$ cat src/rtl/id_fifo_pkg.sv
// Shared helpers for the ID FIFO: pointer widths and status bundle.
// Optional parity storage is enabled by ID_SYNC_FIFO_PARITY_EN.
package id_fifo_pkg;

  function automatic int clog2(input int n);
    int r;
    r = 0;
    while ((1 << r) < n) r++;
    return r;
  endfunction

  function automatic int addr_w(input int depth);
    return clog2(depth);
  endfunction

  function automatic int ptr_w(input int depth);
    return clog2(depth) + 1;
  endfunction

  typedef struct packed {
    logic full;
    logic empty;
    logic almost_full;
    logic almost_empty;
  } fifo_status_t;

endpackage

$ cat src/rtl/id_fifo_ram.sv
// Storage array for the ID FIFO: one write port, one async read port.
// Contents are never reset; only valid slots are ever observed.
module id_fifo_ram #(
  parameter int WIDTH = 9,
  parameter int DEPTH = 128,
  parameter int AW    = 7
) (
  input  logic             clk,
  input  logic             we,
  input  logic [AW-1:0]    waddr,
  input  logic [WIDTH-1:0] wdata,
  input  logic [AW-1:0]    raddr,
  output logic [WIDTH-1:0] rdata
);

  logic [WIDTH-1:0] mem_q [DEPTH];

  // write one entry per accepted push
  always_ff @(posedge clk) begin
    if (we) mem_q[waddr] <= wdata;
  end

  assign rdata = mem_q[raddr];

endmodule

$ cat src/rtl/id_sync_fifo.sv
// Single-clock FWFT FIFO for AXI IDs with level and sticky error flags.
// Define ID_SYNC_FIFO_PARITY_EN to store and check an even parity bit.
module id_sync_fifo
  import id_fifo_pkg::*;
#(
  parameter int DATA_W    = 9,
  parameter int DEPTH     = 128,
  parameter int AF_THRESH = DEPTH - 2,
  parameter int AE_THRESH = 1
) (
  input  logic                    clk,
  input  logic                    resetn,
  input  logic [DATA_W-1:0]       data_in,
  input  logic                    write_en,
  input  logic                    read_en,
  input  logic                    clear_err,
  output logic [DATA_W-1:0]       data_out,
  output logic                    full,
  output logic                    almost_full,
  output logic                    empty,
  output logic                    almost_empty,
  output logic [clog2(DEPTH):0]   level,
  output logic                    overflow,
  output logic                    underflow,
  output logic                    parity_err
);

  localparam int ADDR_W = addr_w(DEPTH);
  localparam int PTR_W  = ptr_w(DEPTH);
`ifdef ID_SYNC_FIFO_PARITY_EN
  localparam int MEM_W  = DATA_W + 1;
`else
  localparam int MEM_W  = DATA_W;
`endif
  localparam logic [PTR_W-1:0] AF_L = PTR_W'(AF_THRESH);
  localparam logic [PTR_W-1:0] AE_L = PTR_W'(AE_THRESH);

  logic [PTR_W-1:0] wptr_q, wptr_d;
  logic [PTR_W-1:0] rptr_q, rptr_d;
  logic             ovf_q, ovf_d;
  logic             udf_q, udf_d;
  logic [PTR_W-1:0] lvl;
  logic             wr_acc, rd_acc;
  logic [MEM_W-1:0] wdata, rdata;
  fifo_status_t     stat;

  assign lvl = wptr_q - rptr_q;

  // status bundle straight from the registered pointers
  always_comb begin
    stat.empty        = (wptr_q == rptr_q);
    stat.full         = (wptr_q[ADDR_W] != rptr_q[ADDR_W]) &&
                        (wptr_q[ADDR_W-1:0] == rptr_q[ADDR_W-1:0]);
    stat.almost_full  = (lvl >= AF_L);
    stat.almost_empty = (lvl <= AE_L);
  end

  assign wr_acc = write_en && !stat.full;
  assign rd_acc = read_en && !stat.empty;

  // next pointers and sticky flags; a new set wins over clear
  always_comb begin
    wptr_d = wptr_q + PTR_W'(wr_acc);
    rptr_d = rptr_q + PTR_W'(rd_acc);
    ovf_d  = ovf_q;
    udf_d  = udf_q;
    if (clear_err) begin
      ovf_d = 1'b0;
      udf_d = 1'b0;
    end
    if (write_en && stat.full) ovf_d = 1'b1;
    if (read_en && stat.empty) udf_d = 1'b1;
  end

  // pointer and flag registers
  always_ff @(posedge clk) begin
    if (!resetn) begin
      wptr_q <= '0;
      rptr_q <= '0;
      ovf_q  <= 1'b0;
      udf_q  <= 1'b0;
    end else begin
      wptr_q <= wptr_d;
      rptr_q <= rptr_d;
      ovf_q  <= ovf_d;
      udf_q  <= udf_d;
    end
  end

`ifdef ID_SYNC_FIFO_PARITY_EN
  logic par_q, par_d;

  assign wdata = {^data_in, data_in};

  // recheck stored parity on every accepted pop
  always_comb begin
    par_d = par_q;
    if (clear_err) par_d = 1'b0;
    if (rd_acc && (^rdata)) par_d = 1'b1;
  end

  // sticky parity error register
  always_ff @(posedge clk) begin
    if (!resetn) par_q <= 1'b0;
    else         par_q <= par_d;
  end

  assign parity_err = par_q;
`else
  assign wdata      = data_in;
  assign parity_err = 1'b0;
`endif

  id_fifo_ram #(
    .WIDTH (MEM_W),
    .DEPTH (DEPTH),
    .AW    (ADDR_W)
  ) u_ram (
    .clk   (clk),
    .we    (wr_acc && resetn),
    .waddr (wptr_q[ADDR_W-1:0]),
    .wdata (wdata),
    .raddr (rptr_q[ADDR_W-1:0]),
    .rdata (rdata)
  );

  assign data_out     = stat.empty ? '0 : rdata[DATA_W-1:0];
  assign full         = stat.full;
  assign empty        = stat.empty;
  assign almost_full  = stat.almost_full;
  assign almost_empty = stat.almost_empty;
  assign level        = lvl;
  assign overflow     = ovf_q;
  assign underflow    = udf_q;

endmodule
$ cat config.mk
export PLATFORM = sky130hd
export DESIGN_NAME = id_sync_fifo
export DESIGN_NICKNAME = d
export VERILOG_FILES = /design/src/rtl/id_fifo_pkg.sv /design/src/rtl/id_fifo_ram.sv /design/src/rtl/id_sync_fifo.sv
export SDC_FILE = /design/constraint.sdc
export NUM_CORES = 1
export LEC_CHECK = 0
export CORE_MARGIN = 1
export CORE_UTILIZATION = 40
export CTS_CLUSTER_SIZE = 25
export DETAILED_ROUTE_END_ITERATION = 16
export DONT_BUFFER_PORTS = 1
export GPL_TIMING_DRIVEN = 0
export MAX_ROUTING_LAYER = met4
export PLACE_DENSITY_LB_ADDON = 0.3
export SYNTH_ARGS = -nofsm -noshare
export SYNTH_HDL_FRONTEND = slang
export SYNTH_SLANG_ARGS = --single-unit
$ cat constraint.sdc
create_clock -name clk -period 3.9 [get_ports clk]
set_clock_uncertainty 0.1 [all_clocks]
set_input_delay 0.78 -clock clk [delete_from_list [all_inputs] [get_ports clk]]
set_output_delay 0.78 -clock clk [all_outputs]
set_load 0.01 [all_outputs]
# Word level (Yosys, flattened, before mapping)
# Memories as Yosys holds them, arrays and structs flattened. A register that Yosys moved wholly into a read port is not among the register bits.
# Index checks and enable logic that the tools add are counted.
[totals]
regBits = 18
mem_bits_rw = 1152
word_cells = 30
mem_count = 1
[classes]
addsub = 3
n_lt_le_gt_ge = 2
n_eq_ne = 3
muxes = 7
reduce_logical = 10
[mem_list]
columns = ["memory", "words", "width", "read_ports", "rd_ports_with_merged_regs", "write_ports", "line", "rtl"]
rows = [
  ["u_ram.mem_q", 128, 9, 1, 1, 1, "id_fifo_ram.sv:16", "logic [WIDTH-1:0] mem_q [DEPTH];"],
]
[op_table]
columns = ["cell", "count"]
rows = [
  ["$add A8 B1 Y8", 2],
  ["$mux W9", 1],
  ["$eq A8 B8 Y1", 1],
  ["$ge A8 B7 Y1 const B", 1],
  ["$le A8 B1 Y1 const B", 1],
  ["$sub A8 B8 Y8", 1],
  ["$eq A7 B7 Y1", 1],
  ["$mux W7", 1],
  ["$logic_and A1 B1 Y1", 6],
  ["$mux W1", 5],
  ["$reduce_bool A2 Y1", 2],
  ["$logic_not A1 Y1", 2],
  ["$ne A1 B1 Y1", 1],
]

# Logic depth before layout (Yosys ltp)
# Gate-level depths: netlist (run 1).
[depth]
ltp_word = 7
depth_mapped = 14
depth_no_buf = 11

# Cells and area by module
# Synthesis (run 1) repeated with hierarchy kept, for this count alone.
[hier_totals]
cells_unflattened = 1942
area_unflattened_um2 = 45548.7
[modules_own_cells]
columns = ["module", "n_inst", "cells_per_inst", "area_per_inst_um2", "seq_area_each_um2"]
rows = [
  ["id_fifo_ram", 1, 1807, 44348.8, 34593.2],
  ["id_sync_fifo", 1, 135, 1199.9, 360.3],
]

# Worst setup path before layout (run 1)
# Ideal clock, no wire load.
[synth_path]
kind = "register -> output"
start = "register rptr_q[2]"
end = "output almost_empty"
t_arrival_ns = 2.784
required_time_ns = 3.020
setup_slack_ns = 0.236
path_stages_with_launch = 12
path_buffers = 3
cell_sequence = "dfxtp_1 > inv_1 > buf_2 > buf_2 > buf_2 > ha_1 > nand2_1 > nand2_1 > a21oi_1 > xnor2_1 > or4_1 > nor4_1"
[synth_between]
elab_chain_cells = 2
[synth_lines]
columns = ["item", "line", "rtl"]
rows = [
  ["start: declaration", "id_sync_fifo.sv:39", "logic [PTR_W-1:0] rptr_q, rptr_d;"],
  ["start signal: assignment", "id_sync_fifo.sv:84", "rptr_q <= rptr_d;"],
  ["$sub A8 B8 Y8", "id_sync_fifo.sv:47", "assign lvl = wptr_q - rptr_q;"],
  ["net level[4]", "id_sync_fifo.sv:22", "output logic [clog2(DEPTH):0] level,"],
  ["$le A8 B1 Y1", "id_sync_fifo.sv:55", "stat.almost_empty = (lvl <= AE_L);"],
  ["end: declaration", "id_sync_fifo.sv:21", "output logic almost_empty,"],
]
# The timed path passes the listed nets, and every way through them passes these cells.

# Final worst setup path (run 1)
[layout_path]
start = "register rptr_q[0]"
end = "output data_out[5]"
[layout_between]
elab_chain_cells = 2
[layout_lines]
columns = ["item", "line", "rtl"]
rows = [
  ["$eq A8 B8 Y1", "id_sync_fifo.sv:51", "stat.empty = (wptr_q == rptr_q);"],
  ["$mux W9", "id_sync_fifo.sv:127", "assign data_out = stat.empty ? '0 : rdata[DATA_W-1:0];"],
  ["end: declaration", "id_sync_fifo.sv:17", "output logic [DATA_W-1:0] data_out,"],
]
# No other way between the ends.

==> flow_summary.html, run 1 <==
<table>
<tr><th>Metric</th><th>Value</th></tr>
<tr><th colspan="2">Cells and area</th></tr>
<tr><td>Share of post-route cells with drive strength above 1</td><td>37.4%</td></tr>
<tr><td>Commonest non-fill, non-tap cell in the layout</td><td>edfxtp_1</td></tr>
<tr><td>Fill cell total of the finished layout</td><td>9,036</td></tr>
<tr><td>Layout Area Growth over Synthesis</td><td>20.3%</td></tr>
<tr><td>Most used cells in the layout excluding fill and tap cells</td><td>edfxtp_1 (1,152), mux4_2 (255), clkbuf_16 (130)</td></tr>
<tr><td>Non-filler cells in the finished layout</td><td>roughly 4,000</td></tr>
<tr><td>Area used by sequential logic in the layout</td><td>35,000 um2</td></tr>
<tr><td>Multi-input combinational cell area</td><td>11,900 um2</td></tr>
<tr><td>Final net count</td><td>~2,400</td></tr>
<tr><th colspan="2">Yosys</th></tr>
<tr><td>Syn nets</td><td>2,209</td></tr>
<tr><td>Cell accounting for the most synthesized area</td><td>edfxtp_1</td></tr>
<tr><td>Area share of the largest cell type after synthesis</td><td>76.1%</td></tr>
<tr><td>Post-synthesis cell type count</td><td>46</td></tr>
<tr><td>Top FF cell, synth</td><td>edfxtp_1</td></tr>
<tr><td>Top post-synthesis cells by area</td><td>edfxtp_1 (76%), mux4_2 (13%), mux2i_1 (2.1%)</td></tr>
<tr><td>Cell area after technology mapping</td><td>45,500 um2</td></tr>
<tr><td>Post-synthesis instance total</td><td>around 2,200</td></tr>
<tr><td>Seq cells post-synth</td><td>1,170</td></tr>
<tr><td>Average cell area after synthesis</td><td>roughly 21 um2</td></tr>
<tr><td>Sequential element share of the synthesized area</td><td>76.9%</td></tr>
<tr><td>Yosys synthesis warning count</td><td>0</td></tr>
<tr><td>EDFF count, synth</td><td>1,152</td></tr>
<tr><td>Proportion of synthesized flip-flops having asynchronous set or reset</td><td>0%</td></tr>
<tr><th colspan="2">Timing</th></tr>
<tr><td>Worst-case headroom to the max-slew limit</td><td>a little under a third</td></tr>
<tr><td>Number of pins exceeding their max-slew limit in the final report</td><td>0</td></tr>
<tr><td>Final setup violation count</td><td>11</td></tr>
<tr><td>Final worst setup slack</td><td>-0.262 ns</td></tr>
<tr><td>Final critical-path share of the clock period</td><td>107%</td></tr>
<tr><td>Worst hold slack</td><td>0.0928 ns</td></tr>
<tr><td>Transition at the pin with the smallest max-transition slack</td><td>1.02 ns</td></tr>
<tr><td>Top achievable clock speed</td><td>roughly 240 MHz</td></tr>
<tr><td>RSZ-0062 raised after global routing</td><td>yes</td></tr>
<tr><td>Minimum period implied by the final worst setup slack</td><td>4.16 ns</td></tr>
<tr><td>Final-layout setup total negative slack</td><td>-2.19 ns</td></tr>
<tr><td>Number of hold violations in the final report</td><td>0</td></tr>
<tr><th colspan="2">Power and ir drop</th></tr>
<tr><td>Power per standard cell area</td><td>532 nW/um2</td></tr>
<tr><td>Total power</td><td>29.1 mW</td></tr>
<tr><td>Standby leakage power</td><td>16.5 nW</td></tr>
<tr><td>Worst vdd rail ir drop</td><td>369 uV</td></tr>
<tr><th colspan="2">Global routing</th></tr>
<tr><td>Pin count of the biggest net entering global routing</td><td>129</td></tr>
<tr><td>Aggregate global routing overflow</td><td>0</td></tr>
<tr><td>Global-route wire length before repair</td><td>175,000 um</td></tr>
<tr><td>Antenna violations before repair</td><td>1</td></tr>
<tr><td>Number of global-route vias before repair</td><td>23,600</td></tr>
<tr><td>Global Route Usage Sum</td><td>22.1%</td></tr>
<tr><th colspan="2">Setup path</th></tr>
<tr><td>Data required time at the worst endpoint</td><td>3.02 ns</td></tr>
<tr><td>Worst path depth</td><td>9</td></tr>
<tr><td>Stage delay of the slowest cell on the critical path</td><td>0.40 ns</td></tr>
<tr><td>Worst R2R Start</td><td>rptr_q[2]</td></tr>
<tr><td>Kind of launch point of the worst setup path</td><td>register</td></tr>
<tr><td>CP arrival</td><td>3.28 ns</td></tr>
<tr><td>Worst R2R Setup Slack</td><td>0.09 ns</td></tr>
<tr><td>Critical path buffers and inverters</td><td>3</td></tr>
<tr><td>Category of the most critical setup path</td><td>reg2out</td></tr>
<tr><td>Destination of the critical timing path</td><td>data_out[5]</td></tr>
<tr><td>Worst r2r dst</td><td>u_ram.mem_q[100][8]</td></tr>
<tr><td>Most repeated library cell on the critical path</td><td>buf_12</td></tr>
<tr><td>Critical Path Start</td><td>rptr_q[0]</td></tr>
<tr><td>Cells on worst reg2reg path</td><td>14</td></tr>
<tr><td>CP endpoint kind</td><td>primary output</td></tr>
<tr><td>Cell family with most CP delay</td><td>simple AND/OR/NAND/NOR gates</td></tr>
<tr><td>Cell-by-cell trace of the critical path</td><td>buf_12, buf_12, buf_12, mux4_2, o22ai_2, a211o_1, nor3_4, nor3_2, nor3_4</td></tr>
<tr><td>Max Fanout on Critical Path</td><td>10</td></tr>
<tr><td>Max stage delay cell, worst path</td><td>mux4_2</td></tr>
<tr><th colspan="2">Worst hold path</th></tr>
<tr><td>Class of the most critical hold timing path</td><td>in2reg</td></tr>
<tr><th colspan="2">Place</th></tr>
<tr><td>Final RePlAce weighted congestion</td><td>~0.94</td></tr>
<tr><td>Detail Placement HPWL</td><td>about 77,000 um</td></tr>
<tr><td>Port buffer count</td><td>0</td></tr>
<tr><td>Total placed cells including tap cells</td><td>approximately 3,700</td></tr>
<tr><th colspan="2">Route</th></tr>
<tr><td>Number of nets with antenna violations after detailed routing</td><td>0</td></tr>
<tr><td>Number of design rule violations left after detail routing</td><td>0</td></tr>
<tr><td>Number of optimization iterations in the first detailed-route pass</td><td>7</td></tr>
<tr><td>Total detailed-routing wirelength</td><td>around 120,000 um</td></tr>
<tr><td>Wire length on met2</td><td>~60,000 um</td></tr>
<tr><td>Drt initial violations</td><td>2,694</td></tr>
<tr><td>Total vias in the final route</td><td>23,200</td></tr>
<tr><td>Met3 wire length</td><td>11,700 um</td></tr>
<tr><td>Highest metal layer with signal wires</td><td>met4</td></tr>
<tr><td>Met1 wire length</td><td>49,200 um</td></tr>
<tr><td>Wire per inst</td><td>31.4 um</td></tr>
<tr><td>Via count normalized by instance count</td><td>5.87</td></tr>
<tr><th colspan="2">Floorplan</th></tr>
<tr><td>Placement Rows</td><td>around 120</td></tr>
<tr><td>Die ar.</td><td>115,000 um2</td></tr>
<tr><td>Top-level port count</td><td>38</td></tr>
<tr><td>Core box area</td><td>113,000 um2</td></tr>
<tr><td>Die Width</td><td>339 um</td></tr>
<tr><td>Vertical extent of the die</td><td>339 um</td></tr>
<tr><td>Initial cell density of the core</td><td>40.4%</td></tr>
<tr><th colspan="2">Run</th></tr>
<tr><td>Reported max-cap violation count</td><td>0</td></tr>
<tr><th colspan="2">Clocking</th></tr>
<tr><td>TritonCTS buffer count</td><td>115</td></tr>
<tr><td>CTS H-tree lvls</td><td>3</td></tr>
<tr><td>Hold buffer count at cts</td><td>0</td></tr>
<tr><td>Clock root buffer</td><td>clkbuf_16</td></tr>
<tr><td>TritonCTS clock tree</td><td>yes</td></tr>
<tr><td>Clock latency at the later pin of the worst-skew pair</td><td>roughly 0.71 ns</td></tr>
<tr><td>Clock sink count</td><td>1,170</td></tr>
<tr><td>Maximum buffer depth of the clock tree</td><td>3</td></tr>
<tr><td>Worst-path clk slew</td><td>roughly 0.060 ns</td></tr>
<tr><th colspan="2">Outcome</th></tr>
<tr><td>Outcome</td><td>complete, but fails checks</td></tr>
<tr><td>Failing checks</td><td>negative setup slack</td></tr>
</table>
## sequential cells by signal, indices dropped and copies added, names as in the netlist
| name | flops |
|---|---|
| underflow | 1 |
| overflow | 1 |
| wptr_q | 8 |
| u_ram.mem_q | 1152 |
| rptr_q | 8 |
## logic make-up after synthesis
| group | after synthesis | share of synthesized area (%) |
|---|---|---|
| DFF | 1170 | 76.9 |
| adders and majority gates | 12 | 0.347 |
| other | 1 | 0.00825 |
| xor gates and xnor gates | 16 | 0.308 |
| muxes | 351 | 14.7 |
| buffers and inverters | 125 | 1.53 |
| AOI/OAI and AO/OA | 222 | 3.40 |
| and+or+nand+nor | 286 | 2.76 |
## through the flow
stage / util, % / area [um2] / worst slack (ns)
6_report: 48.6 / 54700 / -0.262
5_1_grt: 48.6 / 54700 / -0.284
4_1_cts: 47.9 / 53900 / -0.228
3_5_place_dp: 42.0 / 47300 / -3.65
3_3_place_gp: 42.0 / 47300 / -3.60
2_1_floorplan: - / 45500 / 0.236
## worst register-to-register path: cells and delay by family (launching register included)
kind / cells / cell delay, ns
simple gates: 7 / 1.78
fa+ha+maj: 1 / 0.30
flops: 1 / 0.36
buf+inv: 6 / 1.03
## routing by layer
layer / global-route usage (%) / vias up
met3: 5.28 / 209
met1: 28.9 / 12400
met2: 34.3 / 1120
met4: 6.53 / 0
met5: - / -
li1: - / 9474
## cell usage after synthesis (15+ instances only)
cell / instances
a21oi_1: 47
buf_4: 24
nor2_1: 147
a31oi_1: 18
mux2i_1: 96
clkbuf_1: 45
and2_1: 22
edfxtp_1: 1152
nand2_1: 49
dfxtp_1: 18
buf_2: 26
a22oi_1: 66
nor3_1: 30
mux4_2: 255
a22o_1: 18
nor2b_1: 15
## layout make-up
type                    count  share of cell area, %
clock inverters            79                   1.45
diodes                      2                0.00915
inverters                  11                 0.0869
clock buffers             136                   5.52
well taps                1500                   3.43
flip-flops and latches   1170                   63.9
plain buffers             114                   2.58
repair buffers             53                   1.17
multi-input cells         888                   21.8
## how the worst min path moves through the flow
stage / startpoint / to / slack (ns) / cells past startpoint
finish: data_in[8] / u_ram.mem_q[101][8] / 0.09 / 0
global route: data_in[8] / u_ram.mem_q[101][8] / 0.05 / 0
CTS: data_in[8] / u_ram.mem_q[52][8] / 0.07 / 0
detailed placement: wptr_q[7] / wptr_q[7] / 0.42 / 2
global placement: wptr_q[7] / wptr_q[7] / 0.40 / 2
floorplan: wptr_q[7] / wptr_q[7] / 0.38 / 2
## timing repair
item / in CTS / in global routing
cloned: 1 / 7
gates resized for setup: 624 / 94
setup endpoints to repair: 1189 / 420
pin swaps: 66 / 39
setup buffers: 25 / 20
## where the power goes
part,internal [mW],switching [mW]
clock,6.51,4.74
combinational,1.93,2.07
sequential,13.8,0.0220
No activity file was read; power rests on OpenSTA's default activity.
==> inputs of run 2 (changes only) <==
--- a/config.mk
+++ b/config.mk
@@ -13,6 +13,7 @@
 export GPL_TIMING_DRIVEN = 0
 export MAX_ROUTING_LAYER = met4
 export PLACE_DENSITY_LB_ADDON = 0.3
+export SKIP_CTS_REPAIR_TIMING = 1
 export SYNTH_ARGS = -nofsm -noshare
 export SYNTH_HDL_FRONTEND = slang
 export SYNTH_SLANG_ARGS = --single-unit
==> run 2 against run 1 <==
Effect of this change:
- combinational power down 7.2%
- critical path depth shrank 1
- the run still ends with negative setup slack left
- largest cell class unchanged
- fmax is 3.3% lower
- worst hold slack about the same
- wire length is 1.0% lower
- cell count down 0.61%
- final area is 1.5% lower
- sequential cell count unchanged
==> flow_summary.html, run 2 (synthesis results as in run 1) <==
<table>
<tr><th>Metric</th><th>Value</th></tr>
<tr><th colspan="2">Floorplan</th></tr>
<tr><td>Placement Rows</td><td>roughly 120</td></tr>
<tr><td>Initial cell density of the core</td><td>between 40 and 50%</td></tr>
<tr><td>Core box area</td><td>approximately 110,000 um2</td></tr>
<tr><td>Die ar.</td><td>115,000 um2</td></tr>
<tr><td>Vertical extent of the die</td><td>approximately 340 um</td></tr>
<tr><td>Top-level port count</td><td>38</td></tr>
<tr><td>Die Width</td><td>339 um</td></tr>
<tr><th colspan="2">Setup path</th></tr>
<tr><td>CP arrival</td><td>3.42 ns</td></tr>
<tr><td>Cell family with most CP delay</td><td>simple AND/OR/NAND/NOR gates</td></tr>
<tr><td>Most repeated library cell on the critical path</td><td>clkbuf_4</td></tr>
<tr><td>Category of the most critical setup path</td><td>reg2out</td></tr>
<tr><td>Worst R2R Setup Slack</td><td>-0.03 ns</td></tr>
<tr><td>Max Fanout on Critical Path</td><td>10</td></tr>
<tr><td>Cell-by-cell trace of the critical path</td><td>clkinvlp_4, nor2_1, clkbuf_4, clkbuf_4, a22oi_2, a21oi_1, nor3_2, nor3_4</td></tr>
<tr><td>Kind of launch point of the worst setup path</td><td>register</td></tr>
<tr><td>CP endpoint kind</td><td>primary output</td></tr>
<tr><td>Max stage delay cell, worst path</td><td>nor2_1</td></tr>
<tr><td>Data required time at the worst endpoint</td><td>3.02 ns</td></tr>
<tr><td>Stage delay of the slowest cell on the critical path</td><td>0.43 ns</td></tr>
<tr><td>Critical path buffers and inverters</td><td>3</td></tr>
<tr><th colspan="2">Route</th></tr>
<tr><td>Via count normalized by instance count</td><td>5.87</td></tr>
<tr><td>Total detailed-routing wirelength</td><td>123,000 um</td></tr>
<tr><td>Drt initial violations</td><td>between 2,000 and 3,000</td></tr>
<tr><td>Number of nets with antenna violations after detailed routing</td><td>0</td></tr>
<tr><td>Number of optimization iterations in the first detailed-route pass</td><td>6</td></tr>
<tr><td>Total vias in the final route</td><td>23,100</td></tr>
<tr><td>Number of design rule violations left after detail routing</td><td>0</td></tr>
<tr><td>Wire per inst</td><td>31.3 um</td></tr>
<tr><th colspan="2">Timing</th></tr>
<tr><td>Final setup violation count</td><td>29</td></tr>
<tr><td>Minimum period implied by the final worst setup slack</td><td>4.30 ns</td></tr>
<tr><td>Worst-case headroom to the max-slew limit</td><td>between 30% and 40%</td></tr>
<tr><td>Number of hold violations in the final report</td><td>0</td></tr>
<tr><td>Transition at the pin with the smallest max-transition slack</td><td>1.03 ns</td></tr>
<tr><td>Final worst setup slack</td><td>-0.404 ns</td></tr>
<tr><td>Final critical-path share of the clock period</td><td>110%</td></tr>
<tr><td>RSZ-0062 raised after global routing</td><td>yes</td></tr>
<tr><td>Worst hold slack</td><td>0.0931 ns</td></tr>
<tr><td>Number of pins exceeding their max-slew limit in the final report</td><td>0</td></tr>
<tr><td>Top achievable clock speed</td><td>232 MHz</td></tr>
<tr><th colspan="2">Clocking</th></tr>
<tr><td>Maximum buffer depth of the clock tree</td><td>3</td></tr>
<tr><td>TritonCTS buffer count</td><td>between 100 and 150</td></tr>
<tr><td>Clock latency at the later pin of the worst-skew pair</td><td>slightly above 0.7 ns</td></tr>
<tr><td>TritonCTS clock tree</td><td>yes</td></tr>
<tr><td>Worst-path clk slew</td><td>0.07 ns</td></tr>
<tr><td>Clock sink count</td><td>between 1,000 and 1,500</td></tr>
<tr><td>Clock root buffer</td><td>clkbuf_16</td></tr>
<tr><td>CTS H-tree lvls</td><td>3</td></tr>
<tr><th colspan="2">Outcome</th></tr>
<tr><td>Failing checks</td><td>negative setup slack</td></tr>
<tr><td>Outcome</td><td>complete, but fails checks</td></tr>
<tr><th colspan="2">Power and ir drop</th></tr>
<tr><td>Sequential share of power</td><td>about 48%</td></tr>
<tr><td>Switching share of power</td><td>between 20% and 30%</td></tr>
<tr><td>Standby leakage power</td><td>roughly 16 nW</td></tr>
<tr><td>Total power</td><td>just under 30 mW</td></tr>
<tr><td>Power per standard cell area</td><td>~530 nW/um2</td></tr>
<tr><td>Clock power frac</td><td>39.1%</td></tr>
<tr><td>Worst vdd rail ir drop</td><td>353 uV</td></tr>
<tr><td>Power share of the combinational group</td><td>12.9%</td></tr>
<tr><td>Cell-internal power</td><td>22.1 mW</td></tr>
<tr><td>Sw Pwr</td><td>6.76 mW</td></tr>
<tr><th colspan="2">Worst hold path</th></tr>
<tr><td>Class of the most critical hold timing path</td><td>in2reg</td></tr>
<tr><th colspan="2">Global routing</th></tr>
<tr><td>Aggregate global routing overflow</td><td>0</td></tr>
<tr><td>Global-route wire length before repair</td><td>171,000 um</td></tr>
<tr><td>Antenna violations before repair</td><td>1</td></tr>
<tr><td>Number of global-route vias before repair</td><td>approximately 23,000</td></tr>
<tr><td>Global Route Usage Sum</td><td>21.6%</td></tr>
<tr><td>Pin count of the biggest net entering global routing</td><td>approximately 130</td></tr>
<tr><th colspan="2">Cells and area</th></tr>
<tr><td>Non-filler cells in the finished layout</td><td>a little under 4,000</td></tr>
<tr><td>Layout Area Growth over Synthesis</td><td>18.6%</td></tr>
<tr><td>Final net count</td><td>between 2,000 and 2,500</td></tr>
<tr><td>Share of post-route cells with drive strength above 1</td><td>35.1%</td></tr>
<tr><td>Fill cell total of the finished layout</td><td>9,109</td></tr>
<tr><td>Largest register by flop count</td><td>u_ram.mem_q</td></tr>
<tr><td>Most used cells in the layout excluding fill and tap cells</td><td>edfxtp_1 (1,152), mux4_2 (255), clkbuf_16 (119)</td></tr>
<tr><td>Non-Filler Cell Area, Final</td><td>approximately 54,000 um2</td></tr>
<tr><td>Biggest regs</td><td>u_ram.mem_q (1152), rptr_q (8), wptr_q (8)</td></tr>
<tr><td>Flip-flop count of the largest register, all copies and words added</td><td>1,152</td></tr>
<tr><td>Commonest non-fill, non-tap cell in the layout</td><td>edfxtp_1</td></tr>
<tr><th colspan="2">Run</th></tr>
<tr><td>Reported max-cap violation count</td><td>0</td></tr>
<tr><th colspan="2">Place</th></tr>
<tr><td>DP Area</td><td>47,300 um2</td></tr>
<tr><td>Final RePlAce weighted congestion</td><td>between 0.9 and 1</td></tr>
<tr><td>Port buffer count</td><td>0</td></tr>
<tr><td>Post-placement setup slack</td><td>-3.65 ns</td></tr>
<tr><td>Detail Placement HPWL</td><td>around 77,000 um</td></tr>
<tr><td>Total placed cells including tap cells</td><td>3,683</td></tr>
</table>
[run 2: cell count changes in the layout (fill, tap and decap cells not counted), moves of 5 or more]
| cell | previous run | this run |
|---|---|---|
| a22oi_1 | 34 | 42 |
| a22oi_2 | 32 | 24 |
| buf_4 | 43 | 26 |
| clkbuf_16 | 130 | 119 |
| buf_12 | 31 | 26 |
| mux2i_1 | 78 | 86 |
| a21oi_1 | 24 | 33 |
| mux2i_2 | 15 | 8 |
| clkbuf_4 | 14 | 25 |
| clkbuf_8 | 5 | 0 |
| a21oi_2 | 20 | 12 |
[run 2: worst reg2reg max path: stages, from the launching register on]
cell and delay (ns):
dfxtp_4 0.38, clkinvlp_4 0.15, buf_12 0.17, buf_16 0.15, buf_16 0.16, ha_4 0.34, and4_1 0.20, nand4_1 0.24
nor2b_4 0.52, nor2b_4 0.17, and3_4 0.27, nand3_4 0.11, buf_12 0.18, buf_16 0.25, nor2_4 0.08, buf_12 0.19
[run 2: metal layers]
metal | global-route usage [%] | vias to the layer above | routed length, um
met5 | - | - | 0
met4 | 5.39 | 0 | 2790
met3 | 4.72 | 182 | 11200
met2 | 34.0 | 1154 | 60300
met1 | 28.5 | 12300 | 48600
li1 | - | 9422 | -
[run 2: path summary, 6_finish.rpt]
check / startpoint / to / depth (start not counted)
max: rptr_q[2] / data_out[8] / 8
max reg2reg: rptr_q[2] / u_ram.mem_q[111][7] / 15
min reg2reg: wptr_q[7] / wptr_q[7] / 2
min: data_in[8] / u_ram.mem_q[100][8] / 0
[run 2: power groups by stage]
stage	Combinational [mW]	Clock (mW)	Sequential [mW]
floorplan	2.17	0	14.1
global placement	3.15	0	14.1
detailed placement	3.16	0	14.1
CTS	3.17	11.4	13.8
global route	3.86	11.8	13.8
finish	3.72	11.3	13.8
[run 2: final cells by class]
cell class | count | area, um2 | share of cell area [%]
Inverter | 11 | 52.6 | 0.0975
Clock buffer | 136 | 3020 | 5.60
Antenna cell | 2 | 5.00 | 0.00929
Timing Repair Buffer | 29 | 320 | 0.594
Sequential cell | 1170 | 35000 | 64.9
Buffer | 114 | 1220 | 2.26
Tap cell | 1500 | 1880 | 3.48
Multi-Input combinational cell | 888 | 11600 | 21.6
Clock inverter | 79 | 792 | 1.47
[run 2: metrics by stage]
stage | setup TNS (ns) | utilization [%]
after floorplan | 0 | -
after global placement | -3371.53 | 42.0
after detailed placement | -3261.96 | 42.0
after CTS | -3327.57 | 45.4
after global routing | -4.22 | 47.8
final | -4.06 | 47.8
==> inputs of run 3 (changes only) <==
--- a/config.mk
+++ b/config.mk
@@ -13,6 +13,7 @@
 export GPL_TIMING_DRIVEN = 0
 export MAX_ROUTING_LAYER = met4
 export PLACE_DENSITY_LB_ADDON = 0.3
+export REMOVE_ABC_BUFFERS = 1
 export SKIP_CTS_REPAIR_TIMING = 1
 export SYNTH_ARGS = -nofsm -noshare
 export SYNTH_HDL_FRONTEND = slang
==> run 3 against run 2 <==
Effect of this change:
- the run still ends with negative setup slack left
- sequential share of layout area grew 0.058 points
- total power shrank 1.1%
- register-to-register slack gained 0.21 ns
- final area is essentially flat
- critical path type unchanged
- largest power group unchanged
==> flow_summary.html, run 3 (synthesis results as in run 1) <==
<table>
<tr><th>Metric</th><th>Value</th></tr>
<tr><th colspan="2">Floorplan</th></tr>
<tr><td>Die ar.</td><td>~110,000 um2</td></tr>
<tr><td>Vertical extent of the die</td><td>339 um</td></tr>
<tr><td>Top-level port count</td><td>38</td></tr>
<tr><td>Initial cell density of the core</td><td>40.4%</td></tr>
<tr><td>Core box area</td><td>between 100,000 and 150,000 um2</td></tr>
<tr><td>Placement Rows</td><td>123</td></tr>
<tr><td>Die Width</td><td>339 um</td></tr>
<tr><th colspan="2">Route</th></tr>
<tr><td>Wire per inst</td><td>27.9 um</td></tr>
<tr><td>Total vias in the final route</td><td>22,200</td></tr>
<tr><td>Number of design rule violations left after detail routing</td><td>0</td></tr>
<tr><td>Drt initial violations</td><td>2,267</td></tr>
<tr><td>Via count normalized by instance count</td><td>5.69</td></tr>
<tr><td>Met1 wire length</td><td>44,800 um</td></tr>
<tr><td>Number of optimization iterations in the first detailed-route pass</td><td>6</td></tr>
<tr><td>Highest metal layer with signal wires</td><td>met4</td></tr>
<tr><td>Number of nets with antenna violations after detailed routing</td><td>0</td></tr>
<tr><td>Met3 wire length</td><td>9280 um</td></tr>
<tr><td>Total detailed-routing wirelength</td><td>109,000 um</td></tr>
<tr><td>Wire length on met2</td><td>52,200 um</td></tr>
<tr><th colspan="2">Timing</th></tr>
<tr><td>Final setup violation count</td><td>11</td></tr>
<tr><td>Top achievable clock speed</td><td>226 MHz</td></tr>
<tr><td>RSZ-0062 raised after global routing</td><td>yes</td></tr>
<tr><td>Final-layout setup total negative slack</td><td>-4.05 ns</td></tr>
<tr><td>Worst-case headroom to the max-slew limit</td><td>a little under 30%</td></tr>
<tr><td>Number of hold violations in the final report</td><td>0</td></tr>
<tr><td>Number of pins exceeding their max-slew limit in the final report</td><td>0</td></tr>
<tr><td>Final critical-path share of the clock period</td><td>113%</td></tr>
<tr><td>Transition at the pin with the smallest max-transition slack</td><td>1.06 ns</td></tr>
<tr><td>Final worst setup slack</td><td>-0.517 ns</td></tr>
<tr><td>Minimum period implied by the final worst setup slack</td><td>4.42 ns</td></tr>
<tr><th colspan="2">Setup path</th></tr>
<tr><td>Worst R2R Start</td><td>rptr_q[5]</td></tr>
<tr><td>Max Fanout on Critical Path</td><td>6</td></tr>
<tr><td>Data required time at the worst endpoint</td><td>3.02 ns</td></tr>
<tr><td>CP arrival</td><td>3.54 ns</td></tr>
<tr><td>Category of the most critical setup path</td><td>reg2out</td></tr>
<tr><td>Kind of launch point of the worst setup path</td><td>register</td></tr>
<tr><td>Worst r2r dst</td><td>u_ram.mem_q[41][5]</td></tr>
<tr><td>CP endpoint kind</td><td>primary output</td></tr>
<tr><td>Worst R2R Setup Slack</td><td>0.18 ns</td></tr>
<tr><td>Cells on worst reg2reg path</td><td>10</td></tr>
<tr><th colspan="2">Cells and area</th></tr>
<tr><td>Final net count</td><td>2,323</td></tr>
<tr><td>Share of post-route cells with drive strength above 1</td><td>31.7%</td></tr>
<tr><td>Fill cell total of the finished layout</td><td>9,061</td></tr>
<tr><td>Non-Filler Cell Area, Final</td><td>53,900 um2</td></tr>
<tr><td>Biggest regs</td><td>u_ram.mem_q (1152), rptr_q (8), wptr_q (8)</td></tr>
<tr><td>Largest register by flop count</td><td>u_ram.mem_q</td></tr>
<tr><td>Layout Utilization</td><td>47.8%</td></tr>
<tr><td>Commonest non-fill, non-tap cell in the layout</td><td>edfxtp_1</td></tr>
<tr><td>Layout Area Growth over Synthesis</td><td>18.5%</td></tr>
<tr><td>Flip-flop count of the largest register, all copies and words added</td><td>1,152</td></tr>
<tr><td>Most used cells in the layout excluding fill and tap cells</td><td>edfxtp_1 (1,152), mux4_2 (255), clkbuf_16 (134)</td></tr>
<tr><th colspan="2">Global routing</th></tr>
<tr><td>Aggregate global routing overflow</td><td>0</td></tr>
<tr><td>Global-route wire length before repair</td><td>roughly 150,000 um</td></tr>
<tr><td>Pin count of the biggest net entering global routing</td><td>~130</td></tr>
<tr><td>Antenna violations before repair</td><td>2</td></tr>
<tr><td>Number of global-route vias before repair</td><td>between 20,000 and 25,000</td></tr>
<tr><td>Global Route Usage Sum</td><td>18.3%</td></tr>
<tr><th colspan="2">Outcome</th></tr>
<tr><td>Failing checks</td><td>negative setup slack</td></tr>
<tr><td>Outcome</td><td>complete, but fails checks</td></tr>
<tr><th colspan="2">Place</th></tr>
<tr><td>DP Area</td><td>47,300 um2</td></tr>
<tr><td>Port buffer count</td><td>0</td></tr>
<tr><td>Detail Placement HPWL</td><td>58,300 um</td></tr>
<tr><td>Final RePlAce weighted congestion</td><td>0.832</td></tr>
<tr><th colspan="2">Clocking</th></tr>
<tr><td>CTS H-tree lvls</td><td>3</td></tr>
<tr><td>Clock sink count</td><td>approximately 1,200</td></tr>
<tr><td>TritonCTS buffer count</td><td>112</td></tr>
<tr><td>Clock root buffer</td><td>clkbuf_16</td></tr>
<tr><td>Clock latency at the later pin of the worst-skew pair</td><td>0.67 ns</td></tr>
<tr><td>TritonCTS clock tree</td><td>yes</td></tr>
<tr><td>Worst-path clk slew</td><td>0.06 ns</td></tr>
<tr><td>Maximum buffer depth of the clock tree</td><td>3</td></tr>
<tr><th colspan="2">Power and ir drop</th></tr>
<tr><td>Total power</td><td>28.5 mW</td></tr>
<tr><td>Power per standard cell area</td><td>529 nW/um2</td></tr>
<tr><td>Worst vdd rail ir drop</td><td>354 uV</td></tr>
<tr><td>Standby leakage power</td><td>16.2 nW</td></tr>
<tr><th colspan="2">Worst hold path</th></tr>
<tr><td>Worst Hold End</td><td>u_ram.mem_q[24][4]</td></tr>
<tr><td>Cell depth of the worst hold path</td><td>0</td></tr>
<tr><td>Class of the most critical hold timing path</td><td>in2reg</td></tr>
<tr><td>Worst Min Path Start</td><td>data_in[4]</td></tr>
<tr><th colspan="2">Run</th></tr>
<tr><td>Reported max-cap violation count</td><td>0</td></tr>
</table>
==> run 3: worst max path at each step <==
stage,start,to,cells past startpoint
5_1_grt,rptr_q[0],data_out[6],11
3_3_place_gp,rptr_q[0],u_ram.mem_q[86][3],8
6_report,rptr_q[0],data_out[6],11
3_5_place_dp,rptr_q[2],u_ram.mem_q[116][6],10
4_1_cts,rptr_q[0],data_out[3],10
2_1_floorplan,rptr_q[0],almost_empty,9
==> run 3: final cells by class <==
type,instances,area (um2),area share [%]
multi-input combinational,889,11500,21.3
clock inverter,75,701,1.30
sequential,1170,35000,64.9
antenna,5,12.5,0.0232
inverter,11,71.3,0.132
tap,1500,1880,3.48
timing repair buffer,113,1750,3.25
clock buffer,136,3000,5.57
==> run 3: critical path, stage by stage, from the launching register on <==
cell and delay (ns):
dfxtp_4 0.41, buf_16 0.13, buf_16 0.12, buf_16 0.13, buf_16 0.14, buf_12 0.14, mux4_2 0.51, a22o_1 0.26
a221oi_4 0.32, o221ai_4 0.20, nor3_4 0.38, nor3_4 0.11
==> run 3: metal layers <==
metal | track usage, % | vias to the layer above
li1 | - | 9357
met1 | 24.1 | 11800
met2 | 27.9 | 880
met3 | 4.96 | 158
met4 | 5.35 | 0
met5 | - | -
==> run 3: per-stage QoR <==
stage          hold slack (ns)  worst slack [ns]  instances
6_report                 0.102            -0.517       3899
3_5_place_dp             0.448             -2.17       3591
2_1_floorplan            0.376            -12.07       2069
5_1_grt                 0.0683            -0.560       3898
4_1_cts                 0.0731             -2.39       3802
3_3_place_gp             0.418            -19.04       3569
==> run 3: power breakdown <==
| part | switching, mW | internal [mW] |
|---|---|---|
| registers | 0.0237 | 13.8 |
| clock network | 4.58 | 6.32 |
| logic | 1.82 | 1.94 |
| total | 6.43 | 22.1 |
